===== config.mk =====
export PLATFORM = sky130hd
export DESIGN_NAME = issue_scheduler
export DESIGN_NICKNAME = d
export VERILOG_FILES = /design/src/rtl/issue_scheduler_pkg.sv /design/src/rtl/issue_scoreboard.sv /design/src/rtl/issue_scheduler.sv
export SDC_FILE = /design/constraint.sdc
export NUM_CORES = 1
export LEC_CHECK = 0
export ABC_AREA = 1
export CORE_ASPECT_RATIO = 1.25
export CORE_MARGIN = 2
export CORE_UTILIZATION = 49
export DETAILED_ROUTE_END_ITERATION = 10
export PLACE_DENSITY = 0.76
export SYNTH_ARGS = -nofsm -noshare
export SYNTH_HDL_FRONTEND = slang
export SYNTH_HIERARCHICAL = 1
export SYNTH_SLANG_ARGS = --single-unit

===== constraint.sdc =====
create_clock -name clk -period 8.4 [get_ports clk]
set_input_delay 1.68 -clock clk [delete_from_list [all_inputs] [get_ports clk]]
set_output_delay 1.68 -clock clk [all_outputs]
set_load 0.01 [all_outputs]

===== src/rtl/issue_scheduler_pkg.sv =====
// Shared definitions for the dual-slot in-order issue scheduler.
package issue_scheduler_pkg;
  localparam int INS_PART_WID_DEF = 4;
  // Unit select is the MSB of the type field: 0 -> ALU, 1 -> MUL.
  localparam int UNIT_SEL_BIT = INS_PART_WID_DEF - 1;

  typedef enum logic [1:0] {
    ST_RUN   = 2'd0,
    ST_STALL = 2'd1,
    ST_DRAIN = 2'd2
  } sched_state_e;
endpackage


===== src/rtl/issue_scoreboard.sv =====
// Register busy bits: set on issue, cleared by up to two writebacks per cycle; set wins.
// Free lookup is combinational and treats a same-cycle writeback as already cleared.
module issue_scoreboard #(
  parameter int INS_PART_WID = 4,
  parameter int NUM_REGS     = 16
) (
  input  logic                    clk,
  input  logic                    rst,
  input  logic                    set_a,
  input  logic [INS_PART_WID-1:0] set_a_reg,
  input  logic                    set_b,
  input  logic [INS_PART_WID-1:0] set_b_reg,
  input  logic                    clr_a,
  input  logic [INS_PART_WID-1:0] clr_a_reg,
  input  logic                    clr_b,
  input  logic [INS_PART_WID-1:0] clr_b_reg,
  output logic [NUM_REGS-1:0]     free,
  output logic                    all_clear
);
  logic [NUM_REGS-1:0] busy;
  logic [NUM_REGS-1:0] clr_mask;
  logic [NUM_REGS-1:0] set_mask;

  always_comb begin
    clr_mask = '0;
    set_mask = '0;
    if (clr_a) clr_mask[clr_a_reg] = 1'b1;
    if (clr_b) clr_mask[clr_b_reg] = 1'b1;
    if (set_a) set_mask[set_a_reg] = 1'b1;
    if (set_b) set_mask[set_b_reg] = 1'b1;
  end

  assign free      = ~busy | clr_mask;
  assign all_clear = (busy == '0);

  always_ff @(posedge clk or posedge rst) begin
    if (rst) busy <= '0;
    else     busy <= (busy & ~clr_mask) | set_mask;
  end
endmodule


===== src/rtl/issue_scheduler.sv =====
// Dual-slot in-order issue to ALU/MUL: combinational fetch, packets 1 cycle later; stalls on hazards/unit not ready.
// ISSUE_SCHED_STATS_EN adds issue_count/stall_count outputs.
module issue_scheduler
  import issue_scheduler_pkg::*;
#(
  parameter int INS_PART_WID = INS_PART_WID_DEF,
  parameter int NUM_REGS     = 2 ** INS_PART_WID
) (
  input  logic                    clk,
  input  logic                    rst,
  input  logic                    inst_1_valid,
  input  logic [INS_PART_WID-1:0] inst_type_1,
  input  logic [INS_PART_WID-1:0] inst_dest_1,
  input  logic [INS_PART_WID-1:0] inst_src0_1,
  input  logic [INS_PART_WID-1:0] inst_src1_1,
  input  logic                    inst_2_valid,
  input  logic [INS_PART_WID-1:0] inst_type_2,
  input  logic [INS_PART_WID-1:0] inst_dest_2,
  input  logic [INS_PART_WID-1:0] inst_src0_2,
  input  logic [INS_PART_WID-1:0] inst_src1_2,
  output logic                    inst_1_fetch,
  output logic                    inst_2_fetch,
  input  logic                    alu_ready,
  input  logic                    mul_ready,
  output logic                    alu_issue_valid,
  output logic [INS_PART_WID-1:0] alu_issue_type,
  output logic [INS_PART_WID-1:0] alu_issue_dest,
  output logic [INS_PART_WID-1:0] alu_issue_src0,
  output logic [INS_PART_WID-1:0] alu_issue_src1,
  output logic                    mul_issue_valid,
  output logic [INS_PART_WID-1:0] mul_issue_type,
  output logic [INS_PART_WID-1:0] mul_issue_dest,
  output logic [INS_PART_WID-1:0] mul_issue_src0,
  output logic [INS_PART_WID-1:0] mul_issue_src1,
  input  logic                    alu_wb_valid,
  input  logic [INS_PART_WID-1:0] alu_wb_dest,
  input  logic                    mul_wb_valid,
  input  logic [INS_PART_WID-1:0] mul_wb_dest,
  input  logic                    flush,
  output logic [1:0]              sched_state
`ifdef ISSUE_SCHED_STATS_EN
  , output logic [15:0]           issue_count
  , output logic [15:0]           stall_count
`endif
);
  localparam int SEL = UNIT_SEL_BIT + (INS_PART_WID - INS_PART_WID_DEF);
  localparam int PW  = 4 * INS_PART_WID;

  sched_state_e        state, state_nxt;
  logic [NUM_REGS-1:0] free;
  logic                all_clear;
  logic                unit1, unit2, rdy1, rdy2, can_issue, hz2, ok1, ok2;
  logic                alu_pick1, alu_pick2, mul_pick1, mul_pick2;
  logic [PW-1:0]       slot1_pkt, slot2_pkt, alu_pkt, mul_pkt;

  issue_scoreboard #(.INS_PART_WID(INS_PART_WID), .NUM_REGS(NUM_REGS)) u_scoreboard (
    .clk       (clk),
    .rst       (rst),
    .set_a     (ok1),
    .set_a_reg (inst_dest_1),
    .set_b     (ok2),
    .set_b_reg (inst_dest_2),
    .clr_a     (alu_wb_valid),
    .clr_a_reg (alu_wb_dest),
    .clr_b     (mul_wb_valid),
    .clr_b_reg (mul_wb_dest),
    .free      (free),
    .all_clear (all_clear)
  );

  assign unit1     = inst_type_1[SEL];
  assign unit2     = inst_type_2[SEL];
  assign slot1_pkt = {inst_type_1, inst_dest_1, inst_src0_1, inst_src1_1};
  assign slot2_pkt = {inst_type_2, inst_dest_2, inst_src0_2, inst_src1_2};

  always_comb begin
    // A flush stops issue in the same cycle it is raised, not one cycle later.
    can_issue = !rst && (state != ST_DRAIN) && !flush;
    rdy1      = unit1 ? mul_ready : alu_ready;
    rdy2      = unit2 ? mul_ready : alu_ready;
    ok1       = can_issue && inst_1_valid && rdy1 &&
                free[inst_src0_1] && free[inst_src1_1] && free[inst_dest_1];
    hz2       = (inst_src0_2 == inst_dest_1) || (inst_src1_2 == inst_dest_1) ||
                (inst_dest_2 == inst_dest_1);
    ok2       = ok1 && inst_2_valid && (unit2 != unit1) && rdy2 && !hz2 &&
                free[inst_src0_2] && free[inst_src1_2] && free[inst_dest_2];
  end

  assign inst_1_fetch = ok1;
  assign inst_2_fetch = ok2;

  assign alu_pick1 = ok1 && !unit1;
  assign alu_pick2 = ok2 && !unit2;
  assign mul_pick1 = ok1 && unit1;
  assign mul_pick2 = ok2 && unit2;

  always_ff @(posedge clk or posedge rst) begin
    if (rst) begin
      alu_issue_valid <= 1'b0;
      mul_issue_valid <= 1'b0;
      alu_pkt         <= '0;
      mul_pkt         <= '0;
    end else begin
      alu_issue_valid <= alu_pick1 || alu_pick2;
      mul_issue_valid <= mul_pick1 || mul_pick2;
      alu_pkt         <= alu_pick1 ? slot1_pkt : (alu_pick2 ? slot2_pkt : '0);
      mul_pkt         <= mul_pick1 ? slot1_pkt : (mul_pick2 ? slot2_pkt : '0);
    end
  end

  assign {alu_issue_type, alu_issue_dest, alu_issue_src0, alu_issue_src1} = alu_pkt;
  assign {mul_issue_type, mul_issue_dest, mul_issue_src0, mul_issue_src1} = mul_pkt;

  always_ff @(posedge clk or posedge rst) begin
    if (rst) state <= ST_RUN;
    else     state <= state_nxt;
  end

  always_comb begin
    state_nxt = state;
    case (state)
      ST_RUN:   if (flush) state_nxt = ST_DRAIN;
                else if (inst_1_valid && !ok1) state_nxt = ST_STALL;
      ST_STALL: if (flush) state_nxt = ST_DRAIN;
                else if (ok1) state_nxt = ST_RUN;
      ST_DRAIN: if (!flush && all_clear) state_nxt = ST_RUN;
      default:  state_nxt = ST_RUN;
    endcase
  end

  assign sched_state = state;

`ifdef ISSUE_SCHED_STATS_EN
  always_ff @(posedge clk or posedge rst) begin
    if (rst) begin
      issue_count <= '0;
      stall_count <= '0;
    end else begin
      issue_count <= issue_count + {15'd0, ok1} + {15'd0, ok2};
      if (state == ST_STALL) stall_count <= stall_count + 16'd1;
    end
  end
`else
  // Statistics counters are not built in this configuration.
`endif
endmodule


* Word-level counts from Yosys, hierarchy flattened
Index checks and enable logic that the tools add are counted.
** Storage, ports and cells
- Register bits after elaboration :: 52
- Word-level logic and storage cells :: 108
** Operators by class
- Bitwise operators :: 7
- Mux-type cells :: 36
- $lt $le $gt $ge :: 12
- Eq/ne operators :: 10
- Reductions and logical operators :: 37
** Operators with widths (number)
- 2-to-1 mux 16 bit :: 8
- bitwise OR 16 bit :: 4
- less-than comparator 4 x 5 -> 1 bit (second input constant) :: 8
- inverter 16 bit :: 2
- binary-select mux 1 bit (select 4 bit) :: 6
- logical AND 1 bit :: 24
- bitwise AND 16 bit :: 1
- demux 1 bit (select 4 bit) :: 4
- greater-or-equal comparator 4 x 1 -> 1 bit (second input constant) :: 4
- zero test 16 bit :: 1
- equality test 4 bit :: 3
- 2-to-1 mux 1 bit :: 12
- 2-to-1 mux 2 bit :: 5
- zero test 1 bit :: 6
- inequality test 3 bit (second input constant) :: 2
- one-hot mux 2 bit (3 select lines) :: 1
- logical OR 1 bit :: 4
- inequality test 2 bit (second input constant) :: 2
- AND reduction 3 bit :: 1
- equality test 2 x 1 -> 1 bit (second input constant) :: 1
- equality test 2 bit (second input constant) :: 1
- zero test 2 bit :: 1
- inequality test 1 bit :: 1

* Depth between registers and ports, before layout
- Word-level depth :: 23
- Depth in mapped cells :: 18
- Depth with buffers taken out :: 16

* Modules after synthesis
Netlist, hierarchy kept.
** By module, submodules not included
- issue_scheduler :: times used 1, area each 2750.1 µm², cells an instance 448
- issue_scoreboard :: times used 1, area each 1278.7 µm², cells an instance 203

* Worst setup path after synthesis
OpenSTA, ideal clock, no wires.
- Path type :: input port to output port
- Start :: in rst
- End :: out inst_2_fetch
- Data required time :: 6.720 ns
- Slack :: 3.196 ns
- Data arrival time :: 3.524 ns
- Cell stages on the path :: 8
- Cells stage by stage :: inv_1 > nand3_1 > nor3_1 > nand2_1 > nor2_2 > nand2_4 > nor2_8 > buf_6
** Between the ends
- Longest elaborated chain between the ends :: 15
** Ends and longest elaborated chain
- start, declared :: line issue_scheduler.sv:10 : input logic rst,
- zero test 1 bit (no line)
- logical AND 1 bit (2 in series) :: line issue_scheduler.sv:78 : can_issue = !rst && (state != ST_DRAIN) && !flush;
- logical AND 1 bit (3 in series) :: line issue_scheduler.sv:81 : ok1 = can_issue && inst_1_valid && rdy1 &&
- logical AND 1 bit (2 in series) :: line issue_scheduler.sv:82 : free[inst_src0_1] && free[inst_src1_1] && free[inst_dest_1];
- logical AND 1 bit (5 in series) :: line issue_scheduler.sv:85 : ok2 = ok1 && inst_2_valid && (unit2 != unit1) && rdy2 && !hz2 &&
- logical AND 1 bit (2 in series) :: line issue_scheduler.sv:86 : free[inst_src0_2] && free[inst_src1_2] && free[inst_dest_2];
- end, declared :: line issue_scheduler.sv:22 : output logic inst_2_fetch,
Every way passes these cells.

* Worst setup path in the final report
- Start :: in mul_wb_valid
- End :: out inst_1_fetch
** Between the ends
- Longest elaborated chain between the ends :: 7
- Elaborated cells between the ends (all ways) :: 11
** Ends and longest elaborated chain
- start, declared :: line issue_scheduler.sv:37 : input logic mul_wb_valid,
- 2-to-1 mux 16 bit * :: line issue_scoreboard.sv:28 : if (clr_b) clr_mask[clr_b_reg] = 1'b1;
- bitwise OR 16 bit * :: line issue_scoreboard.sv:33 : assign free = ~busy | clr_mask;
- named net free[3] :: line issue_scheduler.sv:50 : logic [NUM_REGS-1:0] free;
- binary-select mux 1 bit (select 4 bit) :: line issue_scheduler.sv:82
- 2-to-1 mux 1 bit (implied by the code) :: line issue_scheduler.sv:82
- logical AND 1 bit :: line issue_scheduler.sv:81
- logical AND 1 bit :: line issue_scheduler.sv:82
- logical AND 1 bit * :: line issue_scheduler.sv:82
- end, declared :: line issue_scheduler.sv:21 : output logic inst_1_fetch,
The timed path passes the listed nets; every way through them passes the cells marked *. The select of a mux whose other input is x is not followed.

==> summary.md <==
| Metric | Value |
|---|---|
| Final Util | 62.1% |
| Max-cap violations | 0 |
| Final non-filler cell total | 825 |
| Synth Flop Type | dfrtp_1 |
| # diodes | 0 |
| Die area | 8970 sq um |
| Placed insts | 818 |
| CTS tree | done |
| Global-route wire length before repair | 22.8 mm |
| Clock transition at the registers of the reported paths | 0.09 ns |
| Synthesized cell area | 4030 sq um |
| Post-DR vias/cell | 5.65 |
| Detail Placement HPWL | 10.9 mm |
| 1st-pass router iterations | 7 |
| Hold_buf cts | 0 |
| Core ar. | 8100 sq um |
| Final ANT Viol Nets | 0 |
| Fin crit period | 6.43 ns |
| Most common cell after layout, fill and taps aside | nand2_1 |
| Critical-path cell list | clkdlybuf4s50_1 -> inv_2 -> nor2_2 -> nand2_1 -> nand3_2 -> nand2_1 -> nand3_1 -> nand3_1 -> nand3_1 -> nand3_1 -> nor2_1 -> clkdlybuf4s50_1 |
| Clock Skew | 0.00884 ns |
| Psw | 0.000186 W |
| Clock root buffer | clkbuf_8 |
| Worst hold path type | register to register |
| Vias | 4663 |
| Die height | 105 um |
| Routed len/inst | 17.1 um |
| Initial cell density of the core | 49.7% |
| Syn_nets | 700 |
| FP Rows | 37 |
| Largest net degree at the start of global routing | 37 |
| Synth unique cells | 25 |
| Sw frac | 30.0% |
| Worst Tran Pin Value | 0.756 ns |
| VDD IR max | 0.0000943 V |
| Pwr Density | 124 nW/um^2 |
| 1st-iter DRT viols | 461 |
| Commonest cells after routing, fill and taps aside | 256 x nand2_1, 123 x nand3_1, 86 x clkdlybuf4s50_1 |
| EDFF count, synth | 0 |
| Final routed DRC violation total | 0 |
| Fraction of registers with async set/reset | 100% |
| CP Data Arrival Time | 4.75 ns |
| Worst-path fanout max | 10 |
| Final Hold Viols | 0 |
| WP data required | 6.72 ns |
| Overflow after GRT | 0 |
| Status | finished clean |
| Final setup violation count | 0 |
| Flop and latch count out of synthesis | 52 |
| Layout Nets | 777 |
| Top-Level Pins | 87 |
| Pint | 0.000434 W |
| Crit path top cell by count | nand3_1 |
| # port buffers | 86 |
| Yosys warning total | 6 |
| Dpl cell area | 4900 sq um |
| Slowest stage delay, CP | 0.69 ns |
| Final worst-path cycle share | 76.6% |
| Initial antenna violation count | 0 |
| Met2 Routed Length | 6.86 mm |
| Relative max-transition margin | 49.4% |
| Num CTS Buffers | 5 |
| Clock Path Buffers | 2 |
| Layout cell share with drive strength beyond 1 | 7.14% |
| Total Routing Usage GR | 32.7% |
| Sequential Power Share | 42.6% |
| Clock power share | 32.0% |
| RSZ-0062 raised after global routing | false |
| Met3 Wirelength | 1.15 mm |
| Chip width | 85.1 um |
| Cell area after layout | 5030 sq um |
| Setup TNS | 0 ns |
| CTS resizes | 0 |
| # Post-CTS Setup Buffers | 0 |
| Wirelength, routed | 14.1 mm |
| Vias in the first global route | 4523 |
| Leak Pwr | 2.71 nW |
| Syn Area/Cell | 6.19 sq um |
| Combinational power share | 25.4% |
| Crit path kind | input pin to primary output |
| Sequential area share after synthesis | 32.3% |
| M1 wire length | 5.38 mm |
| Max layer used | met4 |
| Skew-Pair Late Insertion Delay | 0.31 ns |
| GP Congestion | 0.988 |
| Post-Synthesis Cells | 651 |
| Worst path slowest cell | clkdlybuf4s50_1 |
| Worst setup EP type | primary output |
| Layout area overhead | 24.8% |
| Max Clk Rate | 155 MHz |
| Startpoint types | input pin |
| Sink Count | 52 |
| Final Slew Violations | 0 |
| Total Power | 0.000621 W |
| H-tree depth | 2 |
==> critical path, delay by kind of cell <==
kind | cells | cell delay, ns
simple gates | 9 | 1.61
buf+inv | 3 | 1.45
==> cells in the mapped netlist, types with 2 or more instances <==
| master | n | share of area [%] |
|---|---|---|
| inv_1 | 54 | 5.0 |
| inv_2 | 5 | 0.47 |
| buf_6 | 4 | 1.1 |
| o21ai_0 | 11 | 1.4 |
| buf_4 | 4 | 0.75 |
| nand2_4 | 2 | 0.56 |
| nor2_4 | 3 | 0.84 |
| dfrtp_1 | 52 | 32 |
| nand3_2 | 18 | 4.5 |
| a21oi_1 | 8 | 0.99 |
| o21ai_1 | 7 | 0.87 |
| buf_2 | 9 | 1.1 |
| o21ai_2 | 3 | 0.65 |
| nand4_1 | 3 | 0.47 |
| nand2_1 | 256 | 24 |
| nor3_1 | 2 | 0.25 |
| nor2_2 | 12 | 1.9 |
| nor2_1 | 69 | 6.4 |
| nand3_1 | 123 | 15 |
==> layout make-up <==
cell class / count / area (sq um)
multi-input combinational: 523 / 2390
fill: 760 / 3070
tap: 97 / 121
timing repair buffer: 87 / 868
inverter: 59 / 221
clock buffer: 5 / 68.8
sequential: 52 / 1300
clock inverter: 2 / 60.1
==> path summary, 6_finish.rpt <==
check / slack, ns / start / cells after the start / to
max reg2reg: 5.71 / u_scoreboard/busy[15] / 11 / alu_pkt[3]
min reg2reg: 0.57 / sched_state[1] / 1 / sched_state[1]
min: 0.57 / sched_state[1] / 1 / sched_state[1]
max: 1.97 / mul_wb_valid / 12 / inst_1_fetch
min in group asynchronous: 1.77 / rst / 2 / u_scoreboard/busy[15]
max in group asynchronous: 6.17 / rst / 3 / mul_pkt[6]
==> registers in the layout, summed over array words and instances (netlist names) <==
signal,count
alu_issue_valid,1
alu_pkt,16
mul_issue_valid,1
sched_state,2
u_scoreboard/busy,16
mul_pkt,16
==> power by group through the flow <==
stage,combinational (W),clock [W],sequential [W]
2_1_floorplan,0.0000850,0,0.000270
3_3_place_gp,0.000153,0,0.000269
3_5_place_dp,0.000155,0,0.000269
4_1_cts,0.000155,0.000202,0.000264
5_1_grt,0.000173,0.000216,0.000266
6_report,0.000157,0.000199,0.000264
==> metal layers <==
| layer | global-route usage [%] | vias up |
|---|---|---|
| li1 | - | 2226 |
| met1 | 38.5 | 2128 |
| met2 | 55.4 | 251 |
| met3 | 5.72 | 58 |
| met4 | 18.7 | 0 |
| met5 | 0 | - |
==> cell families (layout without fill, tap and decap cells) <==
| kind of cell | after synthesis | count (layout) | share of synthesized area [%] |
|---|---|---|---|
| AND/OR/NAND/NOR | 490 | 490 | 54.7 |
| buffers and inverters | 76 | 153 | 8.48 |
| flip-flops | 52 | 52 | 32.3 |
| AO/OA/AOI/OAI | 32 | 32 | 4.44 |
| other | 1 | 1 | 0.0931 |
==> stage by stage <==
| stage | setup slack [ns] | hold slack, ns |
|---|---|---|
| final | 1.97 | 0.568 |
| after global routing | 1.79 | 0.610 |
| after CTS | 2.02 | 0.573 |
| after detailed placement | 2.03 | 0.555 |
| after global placement | 2.05 | 0.541 |
| after floorplan | 3.20 | 0.538 |
Note: power is estimated with default switching activity, not from simulation.
